<file path="src/rtl/uart_pkg.sv">
// Shared encodings and helpers for the parametrised UART receiver.
package uart_pkg;

   localparam int PARITY_NONE = 0;
   localparam int PARITY_ODD  = 1;
   localparam int PARITY_EVEN = 2;

   typedef enum logic [2:0] {
      S_IDLE,
      S_START,
      S_DATA,
      S_PARITY,
      S_STOP,
      S_BREAK_WAIT
   } rx_state_t;

   function automatic int clog2(input int value);
      int result;
      result = 0;
      for (int v = value - 1; v > 0; v = v >> 1) result = result + 1;
      if (result < 1) result = 1;
      return result;
   endfunction

endpackage

</file>
<file path="src/rtl/uart_rx_sampler.sv">
// Two-flop synchroniser for the RX pin plus a 3-sample majority voter.
module uart_rx_sampler
   import uart_pkg::*;
(
   input  logic i_Clock,
   input  logic i_Reset,
   input  logic i_RX_Serial,
   input  logic i_Sample_En,
   output logic o_RX_Sync,
   output logic o_Bit
);

   logic [1:0] sync_ff;
   logic [1:0] samples;

   // NOTE: the synchroniser resets to the idle (high) level so releasing
   // reset never looks like a start edge to the FSM.
   always_ff @(posedge i_Clock or posedge i_Reset) begin
      if (i_Reset) begin
         sync_ff <= 2'b11;
         samples <= 2'b11;
      end else begin
         // NOTE: non-blocking so every flop samples the pre-edge values;
         // blocking here would collapse the two synchroniser stages into one.
         sync_ff <= {sync_ff[0], i_RX_Serial};
         if (i_Sample_En) samples <= {samples[0], sync_ff[1]};
      end
   end

   assign o_RX_Sync = sync_ff[1];

   // The third vote is the live synchronised line, so the decision cycle sees
   // its own sample without waiting an extra clock.
   assign o_Bit = (samples[1] & samples[0]) |
                  (samples[1] & sync_ff[1]) |
                  (samples[0] & sync_ff[1]);

endmodule

</file>
<file path="src/rtl/uart_rx_param.sv">
// Parametrised UART receiver: configurable data width, parity and stop bits,
// majority-voted sampling, false-start rejection and break detection.
module uart_rx_param
   import uart_pkg::*;
#(
   parameter int CLKS_PER_BIT = 217,
   parameter int DATA_BITS    = 8,
   parameter int PARITY       = 0,
   parameter int STOP_BITS    = 1
)(
   input  logic                 i_Clock,
   input  logic                 i_Reset,
   input  logic                 i_RX_Serial,
   output logic                 o_RX_DV,
   output logic [DATA_BITS-1:0] o_RX_Byte,
   output logic                 o_Parity_Err,
   output logic                 o_Frame_Err,
   output logic                 o_Break,
   output logic                 o_Busy
);

   localparam int MID   = (CLKS_PER_BIT - 1) / 2;
   localparam int CNT_W = clog2(CLKS_PER_BIT);
   localparam int IDX_W = clog2(DATA_BITS + 1);

   localparam logic [CNT_W-1:0] CNT_LO   = CNT_W'(MID - 1);
   localparam logic [CNT_W-1:0] CNT_DEC  = CNT_W'(MID + 1);
   localparam logic [CNT_W-1:0] CNT_LAST = CNT_W'(CLKS_PER_BIT - 1);
   localparam logic [CNT_W-1:0] CNT_ONE  = CNT_W'(1);
   localparam logic [IDX_W-1:0] IDX_ONE  = IDX_W'(1);

   rx_state_t            state, state_nxt;
   logic [CNT_W-1:0]     clk_cnt;
   logic [IDX_W-1:0]     bit_idx;
   logic [DATA_BITS-1:0] data_sr;
   logic                 parity_acc;
   logic                 frame_acc;
   logic                 all_zero;

   logic rx_sync;
   logic rx_bit;
   logic sample_en;
   logic frame_done;
   logic in_window;
   logic at_dec;
   logic last_data;
   logic last_stop;
   logic parity_exp;
   logic break_now;

   uart_rx_sampler u_sampler (
      .i_Clock     (i_Clock),
      .i_Reset     (i_Reset),
      .i_RX_Serial (i_RX_Serial),
      .i_Sample_En (sample_en),
      .o_RX_Sync   (rx_sync),
      .o_Bit       (rx_bit)
   );

   assign in_window  = (clk_cnt >= CNT_LO) && (clk_cnt <= CNT_DEC);
   assign at_dec     = (clk_cnt == CNT_DEC);
   assign last_data  = (bit_idx == IDX_W'(DATA_BITS - 1));
   assign last_stop  = (bit_idx == IDX_W'(STOP_BITS - 1));
   assign parity_exp = (PARITY == PARITY_ODD) ? ~^data_sr : ^data_sr;
   // all_zero already folds in the first stop bit once a second one is being decided.
   assign break_now  = (bit_idx == '0) ? (all_zero & ~rx_bit) : all_zero;
   assign o_Busy     = (state != S_IDLE);

   always_ff @(posedge i_Clock or posedge i_Reset) begin
      if (i_Reset) state <= S_IDLE;
      else         state <= state_nxt;
   end

   // NOTE: every output of this block gets a default before the case, so no
   // path leaves a signal unassigned and no latch is inferred.
   always_comb begin
      state_nxt  = state;
      sample_en  = 1'b0;
      frame_done = 1'b0;
      unique case (state)
         S_IDLE: begin
            if (!rx_sync) state_nxt = S_START;
         end
         S_START: begin
            sample_en = in_window;
            if (at_dec) state_nxt = rx_bit ? S_IDLE : S_DATA;
         end
         S_DATA: begin
            sample_en = in_window;
            if (at_dec && last_data)
               state_nxt = (PARITY != PARITY_NONE) ? S_PARITY : S_STOP;
         end
         S_PARITY: begin
            sample_en = in_window;
            if (at_dec) state_nxt = S_STOP;
         end
         S_STOP: begin
            sample_en = in_window;
            if (at_dec && last_stop) begin
               frame_done = 1'b1;
               state_nxt  = break_now ? S_BREAK_WAIT : S_IDLE;
            end
         end
         S_BREAK_WAIT: begin
            if (rx_sync && (clk_cnt == CNT_LAST)) state_nxt = S_IDLE;
         end
         default: state_nxt = S_IDLE;
      endcase
   end

   always_ff @(posedge i_Clock or posedge i_Reset) begin
      if (i_Reset) begin
         clk_cnt      <= '0;
         bit_idx      <= '0;
         data_sr      <= '0;
         parity_acc   <= 1'b0;
         frame_acc    <= 1'b0;
         all_zero     <= 1'b1;
         o_RX_DV      <= 1'b0;
         o_RX_Byte    <= '0;
         o_Parity_Err <= 1'b0;
         o_Frame_Err  <= 1'b0;
         o_Break      <= 1'b0;
      end else begin
         o_RX_DV <= 1'b0;
         case (state)
            S_IDLE: begin
               clk_cnt    <= '0;
               bit_idx    <= '0;
               parity_acc <= 1'b0;
               frame_acc  <= 1'b0;
               all_zero   <= 1'b1;
            end
            S_BREAK_WAIT: begin
               // Any low sample restarts the full-bit high qualification.
               clk_cnt <= (!rx_sync || clk_cnt == CNT_LAST) ? '0 : clk_cnt + CNT_ONE;
            end
            default: begin
               // Free-running modulo counter keeps every decision at MID+1 of its bit.
               clk_cnt <= (clk_cnt == CNT_LAST) ? '0 : clk_cnt + CNT_ONE;
               if (at_dec) begin
                  case (state)
                     S_DATA: begin
                        data_sr  <= {rx_bit, data_sr[DATA_BITS-1:1]};
                        all_zero <= all_zero & ~rx_bit;
                        bit_idx  <= last_data ? '0 : bit_idx + IDX_ONE;
                     end
                     S_PARITY: begin
                        parity_acc <= (rx_bit != parity_exp);
                        all_zero   <= all_zero & ~rx_bit;
                     end
                     S_STOP: begin
                        frame_acc <= frame_acc | ~rx_bit;
                        if (bit_idx == '0) all_zero <= all_zero & ~rx_bit;
                        bit_idx <= bit_idx + IDX_ONE;
                     end
                     default: ;
                  endcase
               end
               if (frame_done) begin
                  o_RX_DV      <= 1'b1;
                  o_RX_Byte    <= break_now ? '0 : data_sr;
                  o_Parity_Err <= parity_acc;
                  o_Frame_Err  <= frame_acc | ~rx_bit;
                  o_Break      <= break_now;
                  clk_cnt      <= '0;
               end
            end
         endcase
      end
   end

endmodule

</file>
<file path="config.mk">
export PLATFORM = sky130hd
export DESIGN_NAME = uart_rx_param
export DESIGN_NICKNAME = d
export VERILOG_FILES = /design/src/rtl/uart_pkg.sv /design/src/rtl/uart_rx_sampler.sv /design/src/rtl/uart_rx_param.sv
export SDC_FILE = /design/constraint.sdc
export NUM_CORES = 1
export LEC_CHECK = 0
export ABC_AREA = 1
export BUFFER_PORTS_ARGS = -buffer_cell sky130_fd_sc_hd__buf_4
export CAP_MARGIN = 20
export CORE_ASPECT_RATIO = 1.2
export CORE_MARGIN = 5
export CORE_UTILIZATION = 60
export DETAILED_ROUTE_END_ITERATION = 12
export PLACE_DENSITY = 0.9
export SYNTH_ARGS = -nofsm -noshare
export SYNTH_HDL_FRONTEND = slang
export SYNTH_SLANG_ARGS = --single-unit
export TNS_END_PERCENT = 5
</file>
<file path="constraint.sdc">
create_clock -name i_Clock -period 2.05 [get_ports i_Clock]
set_input_delay 0.205 -clock i_Clock [delete_from_list [all_inputs] [get_ports i_Clock]]
set_output_delay 0.205 -clock i_Clock [all_outputs]
set_load 0.03 [all_outputs]
</file>
== Word-level counts from Yosys, hierarchy flattened ==
Cells that the tools add are included.
Widths: inputs -> output; s select.
Storage, ports and cells
  register bits after elaboration: 42
  output and inout port bits: 13
Operators by class
  magnitude comparators: 2
  reductions and logical operators: 25
  bitwise operators: 10
  multiplexer cells: 33
  add/sub/neg operators: 2
  eq/ne operators: 15
Operators with widths (count)
  $mux 8: 4
  $mux 3: 7
  $pmux 3 s6: 1
  $pmux 4 s2: 2
  $pmux 8 s2: 1
  $reduce_and 3->1: 5
  $ne 2x2->1 const B: 6
  $mux 1: 11
  $reduce_bool 3->1: 3
  $add 8x1->8 const B: 1
  $eq 8x7->1 const B: 1
  $eq 8x8->1 const B: 1
  $ge 8x7->1 const B: 1
  $le 8x7->1 const B: 1
  $mux 4: 2
  $pmux 1 s2: 4
  $reduce_xor 8->1: 1
  $eq 3x2->1 const B: 2
  $eq 3x3->1 const B: 2
  $reduce_and 6->1: 1
  $reduce_bool 2->1: 3
  $add 4x1->4 const B: 1
  $and 1x1->1: 4
  $eq 4x3->1 const B: 1
  other kinds (13): 21

== Depth between registers and ports, before layout ==
Gate-level depths: netlist of run 1.
  depth after elaboration: 9
  mapped depth: 11

== Hierarchy ==
A second synthesis of run 1 with hierarchy kept.
Second synthesis, totals
  cell total of the unflattened synthesis: 307
  area, all modules: 2367.3 um2
By module, submodules not included
  uart_rx_param: times used 1, seq. area each 952.2 um2, area each 2217.1 um2, cells each 292
  uart_rx_sampler: times used 1, seq. area each 105.1 um2, area each 150.1 um2, cells each 15

== Least setup slack after synthesis of run 1 ==
OpenSTA, ideal clock, no wires.
  path type: register to register
  start point: reg bit_idx[0]
  end point: reg o_Break
  cell stages (with the launch flop): 9
  arrival time: 1.344 ns
  period minus slack after synthesis: 1.463 ns
  path buffers: 0
  setup slack: 0.587 ns
  library setup time: 0.119 ns
  cell sequence: dfrtp_1 inv_1 ha_1 nand2_1 nor2_1 inv_1 nor3_4 nand3_4 o21a_1
On the way
  word-level cells in the longest chain between the ends: 5
  elaborated cells on any way between the ends: 6
  those cells by class: mux: 3; reduce/logical: 3
RTL lines
  start, declared: line uart_rx_param.sv:34  | logic [IDX_W-1:0] bit_idx;
  start signal, assigned: line uart_rx_param.sv:146  | bit_idx <= last_data ? '0 : bit_idx + IDX_ONE;
  start signal, assigned: line uart_rx_param.sv:155  | bit_idx <= bit_idx + IDX_ONE;
  $logic_not 4->1 *: line uart_rx_param.sv:63, uart_rx_param.sv:66
  $logic_and 1x1->1: line uart_rx_param.sv:99  | if (at_dec && last_stop) begin
  $mux 1: line uart_rx_param.sv:99
  $mux 1: line uart_rx_param.sv:80  | unique case (state)
  $reduce_and 2->1 (no source line)
  end signal, assigned: line uart_rx_param.sv:165  | o_Break <= break_now;
  end, declared: line uart_rx_param.sv:18  | output logic o_Break,
Every way passes the cells marked *; elsewhere a longest branch is shown, timed or not.
A chain may end at the register's enable or synchronous reset.

== Final worst setup path of run 1 ==
  start point: reg state[1]
  end point: out o_Busy
On the way
  word-level cells in the longest chain between the ends: 1
RTL lines
  start, declared: line uart_rx_param.sv:32  | rx_state_t state, state_nxt;
  start signal, assigned: line uart_rx_param.sv:71  | else state <= state_nxt;
  $reduce_bool 3->1: line uart_rx_param.sv:67  | assign o_Busy = (state != S_IDLE);
  end, declared: line uart_rx_param.sv:19  | output logic o_Busy
No other way between the ends.

==> results of run 1 <==
-- worst max-delay path: stages (launching register included) --
cell and delay (ns):
dfrtp_1 0.44, nor2_2 0.17, inv_2 0.07, nor2_2 0.21, inv_2 0.14, buf_4 0.19
-- per-stage QoR --
| stage | std cells | hold WS, ns | utilization [%] |
|---|---|---|---|
| final | 372 | 0.0208 | 70.1 |
| after CTS | 371 | 0.00266 | 69.8 |
| after global placement | 363 | 0.314 | 67.3 |
| after floorplan | 296 | 0.209 | - |
| after detailed placement | 363 | 0.314 | 67.3 |
| after global routing | 372 | 0.0727 | 70.1 |
-- placed cells by master (no fill, tap or decap), types with 3 or more instances in the layout --
cell type	count
a21oi_1	4
xor2_1	5
buf_4	17
nor2_1	29
dfstp_2	5
nor2_2	3
nand3_1	16
inv_1	38
nand2_2	3
nand2_1	104
o21ai_0	18
clkbuf_8	5
ha_1	5
o21ai_2	9
dfrtp_1	37
-- layer usage --
metal / GRT usage, % / share of wire (%)
met2: 36.0 / 52
met4: 10.8 / 3.5
met3: 5.06 / 3.5
met1: 21.1 / 41
met5: 0 / 0
-- worst max path at each step --
| stage | from | endpoint | depth (start not counted) |
|---|---|---|---|
| 6_report | state[1] | o_Busy | 5 |
| 5_1_grt | bit_idx[0] | o_RX_Byte[3] | 9 |
| 4_1_cts | bit_idx[0] | o_Break | 8 |
| 3_5_place_dp | bit_idx[0] | o_Break | 8 |
| 3_3_place_gp | bit_idx[0] | o_Break | 8 |
| 2_1_floorplan | bit_idx[0] | o_Break | 8 |
-- sequential cells by signal, summed over array words and instances (netlist names) --
| register | flops |
|---|---|
| state | 3 |
| o_RX_Byte | 8 |
| all_zero | 1 |
| o_RX_DV | 1 |
| o_Frame_Err | 1 |
| clk_cnt | 8 |
| parity_acc | 1 |
| bit_idx | 4 |
| data_sr | 8 |
| u_sampler.samples | 2 |
| o_Parity_Err | 1 |
| frame_acc | 1 |
| o_Break | 1 |
| u_sampler.sync_ff | 2 |
-- power by group --
group / switching (mW) / total [mW] / leakage, nW / internal, mW
registers: 0.00234 / 0.834 / 0.554 / 0.832
clock network: 0.311 / 0.554 / 0.0408 / 0.243
logic: 0.0156 / 0.0206 / 0.686 / 0.00501
-- cells by family (layout without fill, tap and decap cells) --
| logic type | count (synthesis) | in the layout | share of synthesized area, % |
|---|---|---|---|
| buffers and inverters | 43 | 67 | 7.49 |
| AO/OA/AOI/OAI | 37 | 37 | 10.6 |
| flip-flops | 42 | 42 | 46.2 |
| XOR/XNOR | 5 | 5 | 1.91 |
| adder cells (fa/ha/maj) | 5 | 5 | 2.73 |
| AND/OR/NAND/NOR | 164 | 164 | 31.1 |
-- final cells by class --
cell class / count / area, µm²
Fill cell: 305 / 1100
Multi-Input combinational cell: 211 / 1060
Sequential cell: 42 / 1060
Inverter: 41 / 155
Timing Repair Buffer: 18 / 138
Clock buffer: 5 / 68.8
Tap cell: 52 / 65.1
Clock inverter: 3 / 23.8
==> metrics.txt, run 1 <==
clock-pin slew on the worst setup and hold paths=0.09 ns; Hold Buf Count CTS=0; Mapped Area=between 2000 and 2500 µm²; area leader, netlist=dfrtp_1; vias in the first global route=1837; maximum vdd ir drop=between 400 and 500 µV; synthesis warning total=0; Netlist cell types=30; Final ANT Viol Nets=0; DRT iter0 DRCs=126; setup repair bufs after CTS=0; Die Y=roughly 78 µm; post-synthesis cell count=about 300; largest cells by area after synthesis=dfrtp_1, nand2_1, inv_1; Root Buffer=clkbuf_8; pwr dens=roughly 550 nW/µm²; count leader, synth=nand2_1; top cells by count, synth=nand2_1, inv_1, dfrtp_1, nor2_1, o21ai_0; worst r2r dst=o_Break; min cycle time layout=between 1.5 and 2 ns; # H-tree levels=2; ratio of final minimum period to clock period=84.8%; Yosys top cell area share=between 40% and 50%; CP arrival=roughly 1.5 ns; Highest Clock Rate=575 MHz; P&R area growth vs syn=12.2%; outcome=completed; number of diodes=0; first-pass GRT wire length=7950 µm; final wirelength=about 4600 µm; TritonCTS clock tree=built; gr usage total=20.2%; Core Footprint=between 3000 and 4000 µm²; worst r2r path cells=8; Leakage=between 1 and 1.5 nW; Via density=just over 5; pin count of the biggest net entering global routing=43; Seq/Total Area, Yosys=between 40% and 50%; Synth Net Count=roughly 300; Reg-to-Reg Start=bit_idx[0]; Slew @ Worst Pin=0.525 ns; Setup Skew=between 0.01 and 0.015 ns; Post-CTS Resized=0; Crit. End Element=output pin; ys flop type=dfrtp_1; Power, Total=approximately 1.4 mW; wire per inst=about 12 µm; Final GP Congestion=0.915; total gr overflow=0; CP required=roughly 1.9 ns; final hold vios=0; setup slack, reg-to-reg=0.32 ns; relative slew slack=between 60% and 70%; Crit Path Max Fanout=8; Post-synth EDFFs=0; hold crit path type=in -> async; Mean Syn Cell Area=approximately 7.7 µm²; Die Span X=about 66 µm; # rows=24; WS Path Type=reg -> out; asr flop ratio synth=100%; setup TNS=0 ns; final max-slew violation count=0; RSZ-0062 raised after global routing=false; Final #Nets=327; via count=1884; hpwl dp=around 3500 µm; Critical Path Source Type=register; final routed DRC violation total=0; Initial Util=62.5%; clk buf depth=2; I/O pins=16; clock latency on the worst-skew pair=just over 0.3 ns; TritonCTS Buffers=5; Die Footprint=between 5000 and 6000 µm²; Port Buffer Count=15; pre-CTS setup slack=0.310 ns; final setup fails=0; max-cap violations=0; Setup WS post-layout=about 0.31 ns; Placed Instance Area=2460 µm²; design area=approximately 2600 µm²; clock sinks=42; Yosys reg bits=between 40 and 50; layout cell share with drive strength beyond 1=17.2%; First-pass DRT Iterations=4; antenna violations before repair=0
(Power assumes the default switching activity.)
==> inputs of run 2 (changes only) <==
--- a/config.mk
+++ b/config.mk
@@ -5,14 +5,14 @@
 export SDC_FILE = /design/constraint.sdc
 export NUM_CORES = 1
 export LEC_CHECK = 0
-export ABC_AREA = 1
+export ABC_AREA = 0
 export BUFFER_PORTS_ARGS = -buffer_cell sky130_fd_sc_hd__buf_4
 export CAP_MARGIN = 20
 export CORE_ASPECT_RATIO = 1.2
 export CORE_MARGIN = 5
-export CORE_UTILIZATION = 60
+export CORE_UTILIZATION = 53
 export DETAILED_ROUTE_END_ITERATION = 12
-export PLACE_DENSITY = 0.9
+export PLACE_DENSITY = 0.85
 export SYNTH_ARGS = -nofsm -noshare
 export SYNTH_HDL_FRONTEND = slang
 export SYNTH_SLANG_ARGS = --single-unit
==> constraint.sdc (replaced) <==
create_clock -name i_Clock -period 1.48 [get_ports i_Clock]
set_input_delay 0.148 -clock i_Clock [delete_from_list [all_inputs] [get_ports i_Clock]]
set_output_delay 0.148 -clock i_Clock [all_outputs]
set_load 0.03 [all_outputs]
==> metrics.txt, run 2 <==
number of diodes=0; final hold vios=0; placed cell count=315; hold crit path type=reg -> reg; min cycle time layout=about 2.0 ns; max-cap violations=0; highest-count cells in the layout ignoring fill and taps=buf_4, dfrtp_1, nand2_1; TritonCTS Buffers=5; Setup WS post-layout=-0.534 ns; Yosys top cell area share=between 40% and 50%; Seq/Total Area, Yosys=between 40% and 50%; Port Buffer Count=15; hold path endpoint=u_sampler.sync_ff[1]; First-pass DRT Iterations=4; WS Path Type=reg -> reg; Setup Skew=roughly 0.0042 ns; synthesis warning total=0; post-synthesis cell count=approximately 210; hold depth=0; Placed Instance Area=between 2000 and 3000 µm²; Via density=around 5.3; worst r2r dst=bit_idx[0]; Root Buffer=clkbuf_8; # H-tree levels=2; Die Y=approximately 80 µm; asr flop ratio synth=100%; count leader, synth=dfrtp_1; final max-slew violation count=0; via count=1742; Netlist cell types=46; design area=2850 µm²; Highest Clock Rate=about 500 MHz; largest cells by area after synthesis=dfrtp_1, dfstp_2, mux2_2; non-filler cells, final=roughly 330; final setup fails=around 40; Crit. End Element=register; Slew @ Worst Pin=0.511 ns; CP arrival=2.20 ns; Finished Core Util=between 70% and 80%; Initial Util=a little over half; Die Footprint=5400 µm²; Post-synth EDFFs=0; final routed DRC violation total=0; failing checks=negative setup slack; clock latency on the worst-skew pair=0.29 ns; hpwl dp=roughly 3100 µm; HP Start=u_sampler.sync_ff[0]; top cells by count, synth=dfrtp_1, nand2_1, nor2_1, inv_1, nand3_1; pwr dens=between 700 and 800 nW/µm²; setup TNS=-12.44 ns; first-pass GRT wire length=between 7000 and 8000 µm; Power, Total=between 2 and 2.5 mW; clock sinks=42; final wirelength=approximately 4600 µm; DRT iter0 DRCs=between 70 and 80; I/O pins=16; total gr overflow=0; gr usage total=18.8%; Crit Path Max Fanout=3; commonest non-fill, non-tap cell in the layout=buf_4; Synth Net Count=220; ratio of final minimum period to clock period=136%; Final #Nets=roughly 280; Yosys reg bits=42; ys flop type=dfrtp_1; relative slew slack=about two thirds; worst r2r path cells=5; Setup crit start=clk_cnt[5]; TritonCTS clock tree=built; WHS=around 0.36 ns; setup slack, reg-to-reg=-0.53 ns; antenna violations before repair=0; Mapped Area=approximately 2100 µm²; Final GP Congestion=about 0.83; Leakage=approximately 1.3 nW; clk buf depth=2; Final ANT Viol Nets=0; area leader, netlist=dfrtp_1; pre-CTS setup slack=-0.485 ns; Core Footprint=a little under 4000 µm²; vias in the first global route=between 1500 and 2000; Die Span X=slightly below 70 µm; wire per inst=around 14 µm; clock-pin slew on the worst setup and hold paths=around 0.080 ns; RSZ-0062 raised after global routing=true; Regs by FF count=clk_cnt (8), data_sr (8), o_RX_Byte (8); CP required=1.66 ns; Mean Syn Cell Area=10.1 µm²; maximum vdd ir drop=around 490 µV; pin count of the biggest net entering global routing=43; P&R area growth vs syn=33.5%; outcome=finished with violations; Critical Path Source Type=register; layout cell share with drive strength beyond 1=38.2%; # rows=25; Reg-to-Reg Start=clk_cnt[5]
[run 2: area by class of cell]
type                            instances  area (µm²)
Clock inverter                          3        43.8
Inverter                               12        45.0
Fill cell                             283        1060
Multi-Input combinational cell        149        1070
Timing Repair Buffer                   64         497
Sequential cell                        42        1060
Tap cell                               54        67.6
Clock buffer                            5        68.8
[run 2: metal layers]
| metal | wire, µm | GRT usage [%] | share of wire (%) | vias to the layer above |
|---|---|---|---|---|
| met2 | 2380 | 32.3 | 52 | 30 |
| met3 | 152 | 3.80 | 3.3 | 10 |
| li1 | - | - | - | 856 |
| met5 | 0 | 0 | 0 | - |
| met4 | 100 | 7.75 | 2.2 | 0 |
| met1 | 1950 | 22.4 | 43 | 846 |
[run 2: what timing repair did]
| item | in CTS | in global routing |
|---|---|---|
| buffers inserted | 3 | 1 |
| pin swaps | 4 | 1 |
| resized for setup | 12 | 7 |
| setup endpoints to repair | 40 | 41 |
| hold buffers | 2 | 0 |
| endpoints found under the hold margin | 38 | 0 |
[run 2: power breakdown]
part           switching (mW)  total [mW]  internal, mW
Sequential            0.00215        1.15          1.15
Clock                   0.401       0.906         0.505
Combinational          0.0241      0.0351        0.0111
[run 2: how the worst max path moves through the flow]
stage,end,slack [ns],cells after the start
finish,bit_idx[0],-0.53,5
floorplan,bit_idx[0],-0.63,7
CTS,bit_idx[0],-0.49,6
global route,bit_idx[0],-0.59,5
global placement,bit_idx[0],-0.44,6
detailed placement,bit_idx[0],-0.49,6
[run 2: critical path: stages, from the launching register on]
cell     delay [ns]
dfrtp_1        0.40
nand4_4        0.14
or4b_4         0.54
maj3_2         0.36
nor2_4         0.14
mux2_4         0.31
[run 2: logic make-up (layout without fill, tap and decap cells)]
family | after synthesis | count (layout) | share of synthesized area [%]
buffers and inverters | 21 | 84 | 4.10
flip-flops | 42 | 42 | 49.5
adder cells (fa/ha/maj) | 6 | 6 | 3.46
AND/OR/NAND/NOR | 84 | 84 | 20.9
multiplexers | 12 | 12 | 6.27
AO/OA/AOI/OAI | 33 | 33 | 10.0
XOR/XNOR | 14 | 14 | 5.74
==> inputs of run 3 (changes only) <==
--- a/config.mk
+++ b/config.mk
@@ -8,11 +8,14 @@
 export ABC_AREA = 0
 export BUFFER_PORTS_ARGS = -buffer_cell sky130_fd_sc_hd__buf_4
 export CAP_MARGIN = 20
+export CELL_PAD_IN_SITES_DETAIL_PLACEMENT = 0
+export CELL_PAD_IN_SITES_GLOBAL_PLACEMENT = 1
 export CORE_ASPECT_RATIO = 1.2
 export CORE_MARGIN = 5
-export CORE_UTILIZATION = 53
+export CORE_UTILIZATION = 42
 export DETAILED_ROUTE_END_ITERATION = 12
-export PLACE_DENSITY = 0.85
+export MAX_ROUTING_LAYER = met4
+export PLACE_DENSITY = 0.86
 export SYNTH_ARGS = -nofsm -noshare
 export SYNTH_HDL_FRONTEND = slang
 export SYNTH_SLANG_ARGS = --single-unit
==> metrics.txt, run 3 (same netlist as run 2, synthesis figures left out) <==
TritonCTS clock tree=built; First-pass DRT Iterations=4; Final GP Congestion=about 0.80; Die Span X=75.1 µm; TritonCTS Buffers=5; ratio of final minimum period to clock period=132%; final hold vios=0; DRT iter0 DRCs=85; Leakage=1.40 nW; WS Path Type=reg -> reg; Regs by FF count=clk_cnt (8), data_sr (8), o_RX_Byte (8); # H-tree levels=2; Die Footprint=between 6000 and 7000 µm²; Placed Instance Area=2670 µm²; Core Footprint=~5000 µm²; wire per inst=about 14 µm; Setup Skew=approximately 0.0088 ns; placed cell count=~330; total gr overflow=0; CP required=about 1.7 ns; commonest non-fill, non-tap cell in the layout=buf_4; Highest Clock Rate=512 MHz; clock-pin slew on the worst setup and hold paths=0.08 ns; highest-count cells in the layout ignoring fill and taps=buf_4, dfrtp_1, nand2_1; setup slack, reg-to-reg=-0.47 ns; Die Y=88.1 µm; relative slew slack=around 76%; antenna violations before repair=0; NetSw=roughly 0.46 mW; Cell Int Power=about 1.5 mW; # rows=28; Final #Nets=about 290; non-filler cells, final=~340; pwr dens=around 660 nW/µm²; Setup WS post-layout=-0.474 ns; combinational fraction of design power=around 2.2%; Crit Path Max Fanout=2; vias in the first global route=around 1800; via count=around 1800; worst r2r dst=bit_idx[0]; Via density=5.18; Root Buffer=clkbuf_8; clk buf depth=2; hold depth=0; number of diodes=0; Clock Power Share=approximately two fifths; CP arrival=between 2 and 2.5 ns; Final ANT Viol Nets=0; worst r2r path cells=6; clock latency on the worst-skew pair=approximately 0.30 ns; Flop pwr share=~60%; min cycle time layout=around 2.0 ns; gr usage total=between 15 and 20%; final max-slew violation count=0; Critical Path Source Type=register; final setup fails=39; design area=2980 µm²; first-pass GRT wire length=a little under 8000 µm; Finished Core Util=between 60% and 70%; max-cap violations=0; Sw Ratio=a little under a quarter; P&R area growth vs syn=39.6%; Slew @ Worst Pin=~0.36 ns; failing checks=negative setup slack; HP Start=u_sampler.sync_ff[0]; outcome=finished with violations; maximum vdd ir drop=443 µV; Initial Util=between 40% and 50%; Crit. End Element=register; final wirelength=4750 µm; clock sinks=between 40 and 50; pin count of the biggest net entering global routing=between 40 and 50; Reg-to-Reg Start=clk_cnt[1]; hold crit path type=reg -> reg; final routed DRC violation total=0; hpwl dp=approximately 3300 µm; WHS=approximately 0.36 ns; I/O pins=16; layout cell share with drive strength beyond 1=44.7%; Port Buffer Count=15; hold path endpoint=u_sampler.sync_ff[1]; RSZ-0062 raised after global routing=true
-- run 3: layout make-up --
cell class	instances	area [µm²]
multi-input combinational	149	1120
timing repair buffer	71	586
sequential	42	1060
clock buffer	5	68.8
tap	60	75.1
inverter	12	45.0
clock inverter	3	25.0
fill	420	1960
-- run 3: what timing repair did --
item / CTS / global route
setup endpoints to repair: 40 / 41
cloned: 1 / 0
pin swaps: 5 / 18
endpoints found under the hold margin: 38 / 0
hold buffers: 2 / 0
setup buffers: 2 / 3
gates resized for setup: 11 / 28
-- run 3: critical path, stage by stage, from the launching register on --
cell,delay [ns]
dfrtp_1,0.39
inv_2,0.08
ha_4,0.12
or4b_4,0.46
maj3_2,0.36
nor2_4,0.13
mux2_4,0.31
-- run 3: power groups by stage --
stage,Combinational (mW),Sequential (mW),Clock (mW)
after floorplan,0.0202,1.17,0
after global placement,0.0413,1.18,0
after detailed placement,0.0423,1.18,0
after CTS,0.0465,1.15,0.796
after global routing,0.0513,1.16,0.841
final,0.0441,1.15,0.768
-- run 3: routing by layer --
metal,global-route usage [%],share of wire [%],vias up
met3,3.79,3.4,9
li1,-,-,873
met4,5.83,1.9,0
met2,27.0,54,27
met1,17.9,41,862
met5,-,0,-
-- run 3: how the worst max path moves through the flow --
stage | slack, ns | endpoint | depth (start not counted) | startpoint
finish | -0.47 | bit_idx[0] | 6 | clk_cnt[1]
global route | -0.53 | o_RX_Byte[1] | 8 | clk_cnt[1]
CTS | -0.46 | bit_idx[0] | 6 | clk_cnt[1]
detailed placement | -0.49 | bit_idx[0] | 6 | clk_cnt[1]
global placement | -0.44 | bit_idx[0] | 6 | clk_cnt[1]
floorplan | -0.63 | bit_idx[0] | 7 | clk_cnt[1]
-- run 3: stage by stage --
stage / power (mW) / worst slack (ns) / setup TNS (ns)
2_1_floorplan: 1.19 / -0.635 / -9.93
3_3_place_gp: 1.22 / -0.442 / -10.36
3_5_place_dp: 1.22 / -0.487 / -12.19
4_1_cts: 2.00 / -0.461 / -11.29
5_1_grt: 2.05 / -0.531 / -13.03
6_report: 1.97 / -0.474 / -9.03
